==> src/rtl/clock_pkg.sv <==
// rtl/clock_pkg.sv - shared states, BCD digit limits and character codes for the alarm/clock blocks
package clock_pkg;

  typedef enum logic [2:0] {
    ST_IDLE,
    ST_PWD,
    ST_ENTRY,
    ST_OK,
    ST_ERR,
    ST_TMO,
    ST_EDIT
`ifdef ALARM_LOCKOUT_EN
    , ST_LOCK
`endif
  } state_t;

  typedef enum logic {
    STEP_ENTRY,
    STEP_EDIT
  } step_mode_t;

  localparam logic [3:0] MAX_UNITS         = 4'd9;
  localparam logic [3:0] MAX_MIN_TENS      = 4'd5;
  localparam logic [3:0] MAX_HOUR_TENS     = 4'd2;
  localparam logic [3:0] MAX_HOUR_UNITS_20 = 4'd3;

  // Character codes above the decimal digits, as understood by the display decoder
  localparam logic [4:0] CH_BLANK = 5'h10;
  localparam logic [4:0] CH_P     = 5'h11;
  localparam logic [4:0] CH_A     = 5'h12;
  localparam logic [4:0] CH_S     = 5'h13;
  localparam logic [4:0] CH_O     = 5'h14;
  localparam logic [4:0] CH_K     = 5'h15;
  localparam logic [4:0] CH_E     = 5'h16;
  localparam logic [4:0] CH_R     = 5'h17;
  localparam logic [4:0] CH_T     = 5'h18;

endpackage

==> src/rtl/bcd_digit_step.sv <==
// rtl/bcd_digit_step.sv - next value of the digit under the cursor, with HH:MM limits in edit mode
module bcd_digit_step
  import clock_pkg::*;
(
  input  logic [1:0] idx,
  input  logic [3:0] cur,
  input  logic [3:0] d3,
  input  step_mode_t mode,
  output logic [3:0] nxt,
  output logic       clamp_d2
);

  logic [3:0] max_val;

  always_comb begin
    max_val = MAX_UNITS;
    if (mode == STEP_EDIT) begin
      case (idx)
        2'd1:    max_val = MAX_MIN_TENS;
        2'd2:    max_val = (d3 == MAX_HOUR_TENS) ? MAX_HOUR_UNITS_20 : MAX_UNITS;
        2'd3:    max_val = MAX_HOUR_TENS;
        default: max_val = MAX_UNITS;
      endcase
    end
    nxt = (cur >= max_val) ? 4'd0 : cur + 4'd1;
    // Hour tens stepping onto 2 may leave an illegal hour units digit behind
    clamp_d2 = (mode == STEP_EDIT) && (idx == 2'd3) && (nxt == MAX_HOUR_TENS);
  end

endmodule

==> src/rtl/alarm_access_ctrl.sv <==
// rtl/alarm_access_ctrl.sv - PIN-gated alarm editor feeding the seven-segment driver; ALARM_LOCKOUT_EN adds wrong-PIN lockout
module alarm_access_ctrl
  import clock_pkg::*;
#(
  parameter logic [15:0] PIN       = 16'h1234,
  parameter int          BANNER_S  = 2,
  parameter int          TIMEOUT_S = 10
`ifdef ALARM_LOCKOUT_EN
  , parameter int        MAX_TRIES = 3,
  parameter int          LOCKOUT_S = 30
`endif
) (
  input  logic       clk,
  input  logic       reset,
  input  logic       tick_1s,
  input  logic       btn_mode,
  input  logic       btn_next,
  input  logic       btn_inc,
  input  logic       btn_enter,
  output logic       alarm_mode,
  output logic [1:0] cursor_pos,
  output logic [3:0] alarm_d0,
  output logic [3:0] alarm_d1,
  output logic [3:0] alarm_d2,
  output logic [3:0] alarm_d3,
  output logic       show_pwd,
  output logic       show_ok,
  output logic       show_err,
  output logic       show_tmo,
  output logic [3:0] alm_d0,
  output logic [3:0] alm_d1,
  output logic [3:0] alm_d2,
  output logic [3:0] alm_d3,
  output logic       alarm_saved
);

  localparam int BASE_MAX = (TIMEOUT_S > BANNER_S) ? TIMEOUT_S : BANNER_S;
`ifdef ALARM_LOCKOUT_EN
  localparam int CNT_MAX  = (LOCKOUT_S > BASE_MAX) ? LOCKOUT_S : BASE_MAX;
  localparam int TRY_W    = $clog2(MAX_TRIES + 1);
`else
  localparam int CNT_MAX  = BASE_MAX;
`endif
  localparam int CNT_W    = $clog2(CNT_MAX + 1);

  state_t            state, state_n;
  logic [CNT_W-1:0]  sec_cnt, sec_cnt_n;
  logic [3:0][3:0]   digits, digits_n;
  logic [1:0]        cursor, cursor_n;
  logic [3:0][3:0]   alm, alm_n;
  logic              saved_n;
  logic [3:0]        step_nxt;
  logic              step_clamp;
  logic              any_btn;
  logic              banner_done;
  logic              editing;
`ifdef ALARM_LOCKOUT_EN
  logic [TRY_W-1:0]  tries, tries_n;
`endif

  bcd_digit_step u_step (
    .idx      (cursor),
    .cur      (digits[cursor]),
    .d3       (digits[3]),
    .mode     ((state == ST_EDIT) ? STEP_EDIT : STEP_ENTRY),
    .nxt      (step_nxt),
    .clamp_d2 (step_clamp)
  );

  assign any_btn     = btn_mode | btn_next | btn_inc | btn_enter;
  assign banner_done = tick_1s && (sec_cnt == CNT_W'(BANNER_S - 1));
  assign editing     = (state == ST_ENTRY) || (state == ST_EDIT);

  always_ff @(posedge clk or posedge reset) begin
    if (reset) begin
      state       <= ST_IDLE;
      sec_cnt     <= '0;
      digits      <= '0;
      cursor      <= 2'd0;
      alm         <= '0;
      alarm_saved <= 1'b0;
`ifdef ALARM_LOCKOUT_EN
      tries       <= '0;
`endif
    end else begin
      state       <= state_n;
      sec_cnt     <= sec_cnt_n;
      digits      <= digits_n;
      cursor      <= cursor_n;
      alm         <= alm_n;
      alarm_saved <= saved_n;
`ifdef ALARM_LOCKOUT_EN
      tries       <= tries_n;
`endif
    end
  end

  always_comb begin
    state_n  = state;
    digits_n = digits;
    cursor_n = cursor;
    alm_n    = alm;
    saved_n  = 1'b0;
`ifdef ALARM_LOCKOUT_EN
    tries_n  = tries;
`endif
    case (state)
      ST_IDLE: if (btn_mode) state_n = ST_PWD;
      ST_PWD: begin
        if (banner_done) begin
          state_n  = ST_ENTRY;
          digits_n = '0;
          cursor_n = 2'd3;
        end
      end
      ST_ENTRY, ST_EDIT: begin
        if (btn_mode) begin
          state_n = ST_IDLE;
        end else if (btn_enter) begin
          if (state == ST_EDIT) begin
            alm_n   = digits;
            saved_n = 1'b1;
            state_n = ST_IDLE;
          end else if (digits == PIN) begin
            state_n = ST_OK;
`ifdef ALARM_LOCKOUT_EN
            tries_n = '0;
`endif
          end else begin
            state_n = ST_ERR;
`ifdef ALARM_LOCKOUT_EN
            if (tries < TRY_W'(MAX_TRIES)) tries_n = tries + TRY_W'(1);
`endif
          end
        end else if (btn_next) begin
          cursor_n = cursor - 2'd1;
        end else if (btn_inc) begin
          digits_n[cursor] = step_nxt;
          if (step_clamp && (digits[2] > MAX_HOUR_UNITS_20)) digits_n[2] = MAX_HOUR_UNITS_20;
        end else if (tick_1s && (sec_cnt == CNT_W'(TIMEOUT_S - 1))) begin
          state_n = ST_TMO;
        end
      end
      ST_OK: begin
        if (banner_done) begin
          state_n  = ST_EDIT;
          digits_n = alm;
          cursor_n = 2'd3;
        end
      end
      ST_ERR: begin
        if (banner_done) begin
`ifdef ALARM_LOCKOUT_EN
          state_n = (tries >= TRY_W'(MAX_TRIES)) ? ST_LOCK : ST_IDLE;
`else
          state_n = ST_IDLE;
`endif
        end
      end
      ST_TMO: if (banner_done) state_n = ST_IDLE;
`ifdef ALARM_LOCKOUT_EN
      ST_LOCK: begin
        if (tick_1s && (sec_cnt == CNT_W'(LOCKOUT_S - 1))) begin
          state_n = ST_IDLE;
          tries_n = '0;
        end
      end
`endif
      default: state_n = ST_IDLE;
    endcase

    // A button in the interactive states restarts the idle count and swallows a coincident tick
    sec_cnt_n = sec_cnt;
    if (state_n != state || state == ST_IDLE) sec_cnt_n = '0;
    else if (editing && any_btn)              sec_cnt_n = '0;
    else if (tick_1s)                         sec_cnt_n = sec_cnt + CNT_W'(1);
  end

  always_comb begin
    alarm_mode = editing;
    cursor_pos = editing ? cursor : 2'd0;
    alarm_d0   = editing ? digits[0] : 4'd0;
    alarm_d1   = editing ? digits[1] : 4'd0;
    alarm_d2   = editing ? digits[2] : 4'd0;
    alarm_d3   = editing ? digits[3] : 4'd0;
    show_pwd   = (state == ST_PWD);
    show_ok    = (state == ST_OK);
    show_tmo   = (state == ST_TMO);
`ifdef ALARM_LOCKOUT_EN
    show_err   = (state == ST_ERR) || (state == ST_LOCK);
`else
    show_err   = (state == ST_ERR);
`endif
  end

  assign alm_d0 = alm[0];
  assign alm_d1 = alm[1];
  assign alm_d2 = alm[2];
  assign alm_d3 = alm[3];

endmodule
==> config.mk <==
export PLATFORM = sky130hd
export DESIGN_NAME = alarm_access_ctrl
export DESIGN_NICKNAME = d
export VERILOG_FILES = /design/src/rtl/clock_pkg.sv /design/src/rtl/bcd_digit_step.sv /design/src/rtl/alarm_access_ctrl.sv
export SDC_FILE = /design/constraint.sdc
export NUM_CORES = 1
export LEC_CHECK = 0
export BUFFER_PORTS_ARGS = -buffer_cell sky130_fd_sc_hd__buf_2
export CAP_MARGIN = 20
export CORE_MARGIN = 3
export CORE_UTILIZATION = 48
export DETAILED_ROUTE_END_ITERATION = 6
export PLACE_DENSITY = 0.81
export SYNTH_ARGS = -nofsm -noshare
export SYNTH_HDL_FRONTEND = slang
export SYNTH_SLANG_ARGS = --single-unit
==> constraint.sdc <==
create_clock -name clk -period 5.71 [get_ports clk]
set_clock_uncertainty 0.05 [all_clocks]
set_input_delay 1.4275 -clock clk [delete_from_list [all_inputs] [get_ports clk]]
set_output_delay 1.4275 -clock clk [all_outputs]
set_load 0.02 [all_outputs]
==> results of run 1 <==
final cells by class:
cell class / instances / share of cell area (%)
Multi-Input combinational cell: 193 / 48.4
Sequential cell: 42 / 35.5
Timing Repair Buffer: 48 / 8.27
Tap cell: 70 / 2.95
Clock buffer: 6 / 2.79
Inverter: 9 / 1.14
Clock inverter: 1 / 1.01
worst max path at each step:
| stage | from | to | cells after the start |
|---|---|---|---|
| CTS | state[0]$_DFF_PP0_ | digits[2]$_DFFE_PP0P_ | 10 |
| global placement | state[0]$_DFF_PP0_ | digits[10]$_DFFE_PP0P_ | 10 |
| finish | state[0]$_DFF_PP0_ | digits[10]$_DFFE_PP0P_ | 10 |
| floorplan | state[0]$_DFF_PP0_ | digits[10]$_DFFE_PP0P_ | 12 |
| detailed placement | state[0]$_DFF_PP0_ | digits[2]$_DFFE_PP0P_ | 10 |
| global route | state[0]$_DFF_PP0_ | digits[6]$_DFFE_PP0P_ | 10 |
kinds of logic after synthesis:
kind of cell	Yosys count
xor gates and xnor gates	5
muxes	20
AOI/OAI and AO/OA	60
DFF	42
and+or+nand+nor	96
buffers and inverters	21
adders and majority gates	12
metal layers:
layer	vias to the layer above	track usage [%]	share of wire (%)
li1	1022	-	-
met1	1095	28.4	43
met2	101	33.7	48
met3	8	6.92	8.1
met4	0	5.67	1.1
met5	-	0	0
state kept, by name, summed over array words and instances (netlist names), 2 cells and up:
register and flops:
alm_d0 4, alm_d1 4, cursor 2, digits 16
alm_d3 4, alm_d2 4, state 3, sec_cnt 4
cells in the mapped netlist, types with 3 or more instances:
library cell  count
dfrtp_1          42
nor2_1           19
and2_1           16
mux2_2           16
o21ai_0          16
nand2_1          15
ha_1             12
a21oi_1          10
inv_1             9
nor3_1            9
a22oi_1           7
clkbuf_1          7
nand2b_1          7
nor2b_1           5
a21o_1            4
buf_2             4
mux4_2            4
nand3_1           4
a32o_1            3
nor4b_1           3
power by group:
group / leakage, nW / internal, W / switching, W / total [W]
Sequential: 0.562 / 0.000337 / 0.0000682 / 0.000406
Clock: 0.0573 / 0.000140 / 0.000103 / 0.000243
Combinational: 0.837 / 0.000146 / 0.000244 / 0.000390
Total: 1.46 / 0.000623 / 0.000415 / 0.00104
cell usage in the layout (no fill, tap or decap), types with 3 or more instances in the layout:
cell type	instances
a21o_1	4
a21oi_1	10
a22oi_1	7
a32o_1	3
and2_1	16
buf_2	46
clkbuf_8	6
dfrtp_1	42
ha_1	12
inv_1	9
mux2_2	16
mux4_2	4
nand2_1	15
nand2b_1	7
nand3_1	4
nor2_1	19
nor2b_1	5
nor3_1	9
nor4b_1	3
o21ai_0	16
worst register-to-register path: cells and delay by family (launching register included):
kind	cells	cell delay, ns
AOI/OAI and AO/OA	4	0.98
adders and majority gates	1	0.28
buffers and inverters	1	0.59
DFF	1	0.48
and+or+nand+nor	4	1.59
stage by stage:
step / util [%] / hold WS (ns) / setup slack (ns) / area, um2
after global routing: 57.7 / 0.507 / 1.32 / 2960
after CTS: 57.7 / 0.492 / 1.80 / 2960
final: 57.7 / 0.486 / 1.67 / 2960
after floorplan: - / 0.438 / 2.69 / 2580
after detailed placement: 55.5 / 0.473 / 1.77 / 2850
after global placement: 55.5 / 0.473 / 1.99 / 2850
==> impl_metrics.yaml, run 1 <==
floorplan:
  fp.dieW_um: 79.3
  die-area_um2: 6280
  start_util_pct: 50.1
  core_area_um2: 5140
  dieHeight_um: 79.3
  io_pins: 47
  rows: 26
layout:
  num_antenna_cells: 0
  n_fill_cell: 467
  area_growth_syn_to_layout_pct: 15.1
  ff_latch_area_um2: 1050
  final_cells: 369
  final_nets: 318
  multi_input_area_um2: 1430
  drive_gt1_share_pct: 27.8
global_route:
  grt_pass1_wl_um: 10600
  grtUsageTotal_pct: 21.4
  grt_pass1_vias: 2158
  grt_max_degree: 43
  overflow: 0
  antenna_found_initial: 0
hold_path:
  hp-start: "alm_d1[3]$_DFFE_PP0P_"
  holdPathEnd: "alm_d1[3]$_DFFE_PP0P_"
  hold_class: "reg2reg"
  hold-path-cell-count: 1
worst_setup_path:
  crit_family: "simple AND/OR/NAND/NOR gates"
  path_cells: "nand2b_1 -> inv_1 -> nand2_1 -> or3_1 -> ha_1 -> a2111oi_0 -> a21oi_1 -> nor3_1 -> a221oi_1 -> o21ai_0"
  timing.rr.end: "digits[10]$_DFFE_PP0P_"
  cp_max_fo: 24
  reg2reg_depth: 10
  cp.required_ns: 5.88
  crit_slowest_cell: "inv_1"
  crit_path_max_incr_delay_ns: 0.59
  endpoint_kind: "flop"
  cp_data_arrival_time_ns: 4.22
  r2r_slack_ns: 1.67
  r2r_start: "state[0]$_DFF_PP0_"
  critPathLaunchType: "flop"
  crit_type: "reg2reg"
  cp_num_buf_inv: 1
sta:
  fmax_ghz: 0.247
  slew_headroom_pct: 37.6
  fin_crit_ns: 4.04
  setup_tns_ns: 0
  timing.final.crit_share_pct: 70.8
  final_hold_viol_count: 0
  slew_viol_final: 0
  worstMarginPinSlew_ns: 0.935
  rsz0062_at_grt: "no"
  finalSetupViolCount: 0
detailed_routing:
  routedWlPerCell_um: 17.2
  vias: 2226
  drt_iter0_drc: 319
  viasPerCell: 6.03
  ant_nets: 0
  dr.pass1.iters: 4
  wirelength_um: 6360
  drc: 0
synthesis:
  synth_fa_ha_area_share_pct: 5.83
  synth_edf_count: 0
  synth_cell_types: 54
  synth_top_family_by_area: "simple AND/OR/NAND/NOR gates"
  synth-simple-area-share_pct: 21.3
  synth_seq_cells: 42
  yosysWarnings: 0
  muxShareOfSynthArea_pct: 10.5
  synth_xor_area_share_pct: 2.28
  synthFlopType: "dfrtp_1"
  ys_seq_area_share_pct: 40.8
  synth_area_um2: 2580
  syn_avg_cell_area_um2: 10.1
  synth-compound-area-share_pct: 15.7
  yosysTopAreaCell: "dfrtp_1"
  syn-num-nets: 275
  ys_async_sr_fraction_pct: 100
  synth.top_cell.area_share_pct: 40.8
  synth.area.top_cells: "dfrtp_1 41%, mux2_2 7.0%, ha_1 5.8%"
  synth_cells: 256
placed_design:
  dp_hpwl_um: 4570
  place.gp.congestion: 0.925
  portBuffers: 46
  place_inst: 362
clock_network:
  h-tree-depth: 2
  clkSinkCount: 42
  cts_buffer_depth: 2
  clk_pin_slew_worst_paths_ns: 0.08
  clk_latency_ns: 0.30
  cts_buffers: 5
  hold_buffers: 0
  cts_tree: "built"
  cts_resized: 0
  cts_setup_buffers: 0
  cts_root_buf: "clkbuf_8"
pwr:
  power_w: 0.00104
  vdd_drop_max_v: 0.000231
  power_density_nw_per_um2: 350
  leakage_nw: 1.46
run_status:
  outcome: "finished, final reports clean"
run:
  maxCapViolations: 0
Power figures use the tool's default switching activity.
==> run 2, diff against run 1 <==
--- a/config.mk
+++ b/config.mk
@@ -10,7 +10,7 @@
 export CORE_MARGIN = 3
 export CORE_UTILIZATION = 48
 export DETAILED_ROUTE_END_ITERATION = 6
-export PLACE_DENSITY = 0.81
+export PLACE_DENSITY = 0.84
 export SYNTH_ARGS = -nofsm -noshare
 export SYNTH_HDL_FRONTEND = slang
 export SYNTH_SLANG_ARGS = --single-unit
==> constraint.sdc (replaced) <==
create_clock -name clk -period 3.7 [get_ports clk]
set_clock_uncertainty 0.05 [all_clocks]
set_input_delay 0.925 -clock clk [delete_from_list [all_inputs] [get_ports clk]]
set_output_delay 0.925 -clock clk [all_outputs]
set_load 0.02 [all_outputs]
==> impl_metrics.yaml, run 2 (synthesized netlist as in run 1, its figures left out) <==
run_status:
  outcome: "finished, final reports clean"
clock_network:
  cts_tree: "built"
  h-tree-depth: 2
  clkSinkCount: 42
  cts_buffers: 5
  hold_buffers: 0
  cts_root_buf: "clkbuf_8"
  clk_pin_slew_worst_paths_ns: 0.08
  cts_buffer_depth: 2
  clk_latency_ns: 0.30
worst_setup_path:
  cp_max_fo: 10
  crit_type: "reg2reg"
  cp_data_arrival_time_ns: 3.49
  cp.required_ns: 3.87
  reg2reg_depth: 10
  critPathLaunchType: "flop"
  endpoint_kind: "flop"
sta:
  timing.final.crit_share_pct: 89.7
  finalSetupViolCount: 0
  slew_viol_final: 0
  final_hold_viol_count: 0
  worstMarginPinSlew_ns: 0.911
  slew_headroom_pct: 39.2
  rsz0062_at_grt: "no"
  setup_tns_ns: 0
  fin_crit_ns: 3.32
  fmax_ghz: 0.301
  hold_ws_ns: 0.492
floorplan:
  die-area_um2: 6280
  start_util_pct: 50.1
  dieHeight_um: 79.3
  io_pins: 47
  rows: 26
  fp.dieW_um: 79.3
  core_area_um2: 5140
global_route:
  overflow: 0
  grtUsageTotal_pct: 22.0
  grt_max_degree: 43
  antenna_found_initial: 0
  grt_pass1_vias: 2232
  grt_pass1_wl_um: 10900
placed_design:
  place_inst: 365
  place.gp.congestion: 0.934
  dp_hpwl_um: 4850
  portBuffers: 46
detailed_routing:
  drc: 0
  vias: 2188
  dr.pass1.iters: 4
  routedWlPerCell_um: 17.4
  wirelength_um: 6480
  viasPerCell: 5.87
  ant_nets: 0
  drt_iter0_drc: 122
layout:
  final_cell_mix: "46 x buf_2, 42 x dfrtp_1, 19 x nor2_1"
  n_fill_cell: 477
  multi_input_area_um2: 1440
  final_cells: 373
  regMostFlops: "digits"
  largest_reg_flops: 16
  num_antenna_cells: 0
  drive_gt1_share_pct: 28.7
  area_growth_syn_to_layout_pct: 15.1
  ff_latch_area_um2: 1050
  final_common_cell: "buf_2"
  final_nets: 321
run:
  maxCapViolations: 0
pwr:
  vdd_drop_max_v: 0.000216
  leakage_nw: 1.46
  power_density_nw_per_um2: 517
hold_path:
  hold_class: "reg2reg"
  hold-path-cell-count: 1
## run 2: cell count changes in the layout (fill, tap and decap cells not counted)
cell,delta
buf_4,+3
bufinv_16,-1
clkbuf_1,+1
clkbuf_8,-1
clkinv_2,+1
clkinv_4,+1
nor3_1,-1
nor3_2,+1
## run 2: final timing paths
kind	start	endpoint	slack, ns
setup / recovery	cursor[0]$_DFFE_PP0P_	digits[4]$_DFFE_PP0P_	0.38
hold / removal	alm_d3[0]$_DFFE_PP0P_	alm_d3[0]$_DFFE_PP0P_	0.49
setup reg to reg	cursor[0]$_DFFE_PP0P_	digits[4]$_DFFE_PP0P_	0.38
hold reg to reg	alm_d3[0]$_DFFE_PP0P_	alm_d3[0]$_DFFE_PP0P_	0.49
max in group asynchronous	reset	state[0]$_DFF_PP0_	2.56
min in group asynchronous	reset	alm_d1[3]$_DFFE_PP0P_	0.69
## run 2: per-stage QoR
| step | area [um2] | util (%) | power, W | setup slack (ns) |
|---|---|---|---|---|
| after global routing | 2970 | 57.7 | 0.00164 | 0.0306 |
| after floorplan | 2580 | - | 0.00106 | 0.677 |
| after global placement | 2870 | 55.9 | 0.00122 | 0.484 |
| after CTS | 2960 | 57.6 | 0.00153 | 0.319 |
| final | 2970 | 57.7 | 0.00153 | 0.381 |
| after detailed placement | 2870 | 55.9 | 0.00124 | 0.304 |
## run 2: layer usage
layer  track usage [%]  vias to the layer above  wire [um]
met3              5.22                        9        516
met5                 0                        -          0
li1                  -                     1026          -
met1              29.1                     1063       2750
met2              36.3                       90       3150
met4              5.67                        0         66
## run 2: final cells by class
type                    instances  area share [%]
clock buffers                   6            2.45
clock inverters                 2           0.464
inverters                       9            1.14
multi-input cells             193            48.5
flip-flops and latches         42            35.4
well taps                      70            2.95
repair buffers                 51            9.03
## run 2: power by group
part	switching [W]	internal [W]	leakage (nW)
registers	0.000111	0.000521	0.562
logic	0.000378	0.000234	0.852
clock network	0.000157	0.000133	0.0452
## run 2: critical path, cell delays in order, from the launching register on
cell	delay, ns
dfrtp_1	0.50
inv_1	0.20
ha_1	0.36
a21oi_1	0.10
or3_1	0.32
ha_1	0.28
a2111oi_0	0.39
a21oi_1	0.26
nor3_1	0.49
a22oi_1	0.13
o21ai_0	0.17
## run 2: what timing repair did
| item | in CTS | in global routing |
|---|---|---|
| endpoints found under the setup margin | 0 | 4 |
| gates resized for setup | 0 | 1 |
| setup buffers | 0 | 0 |
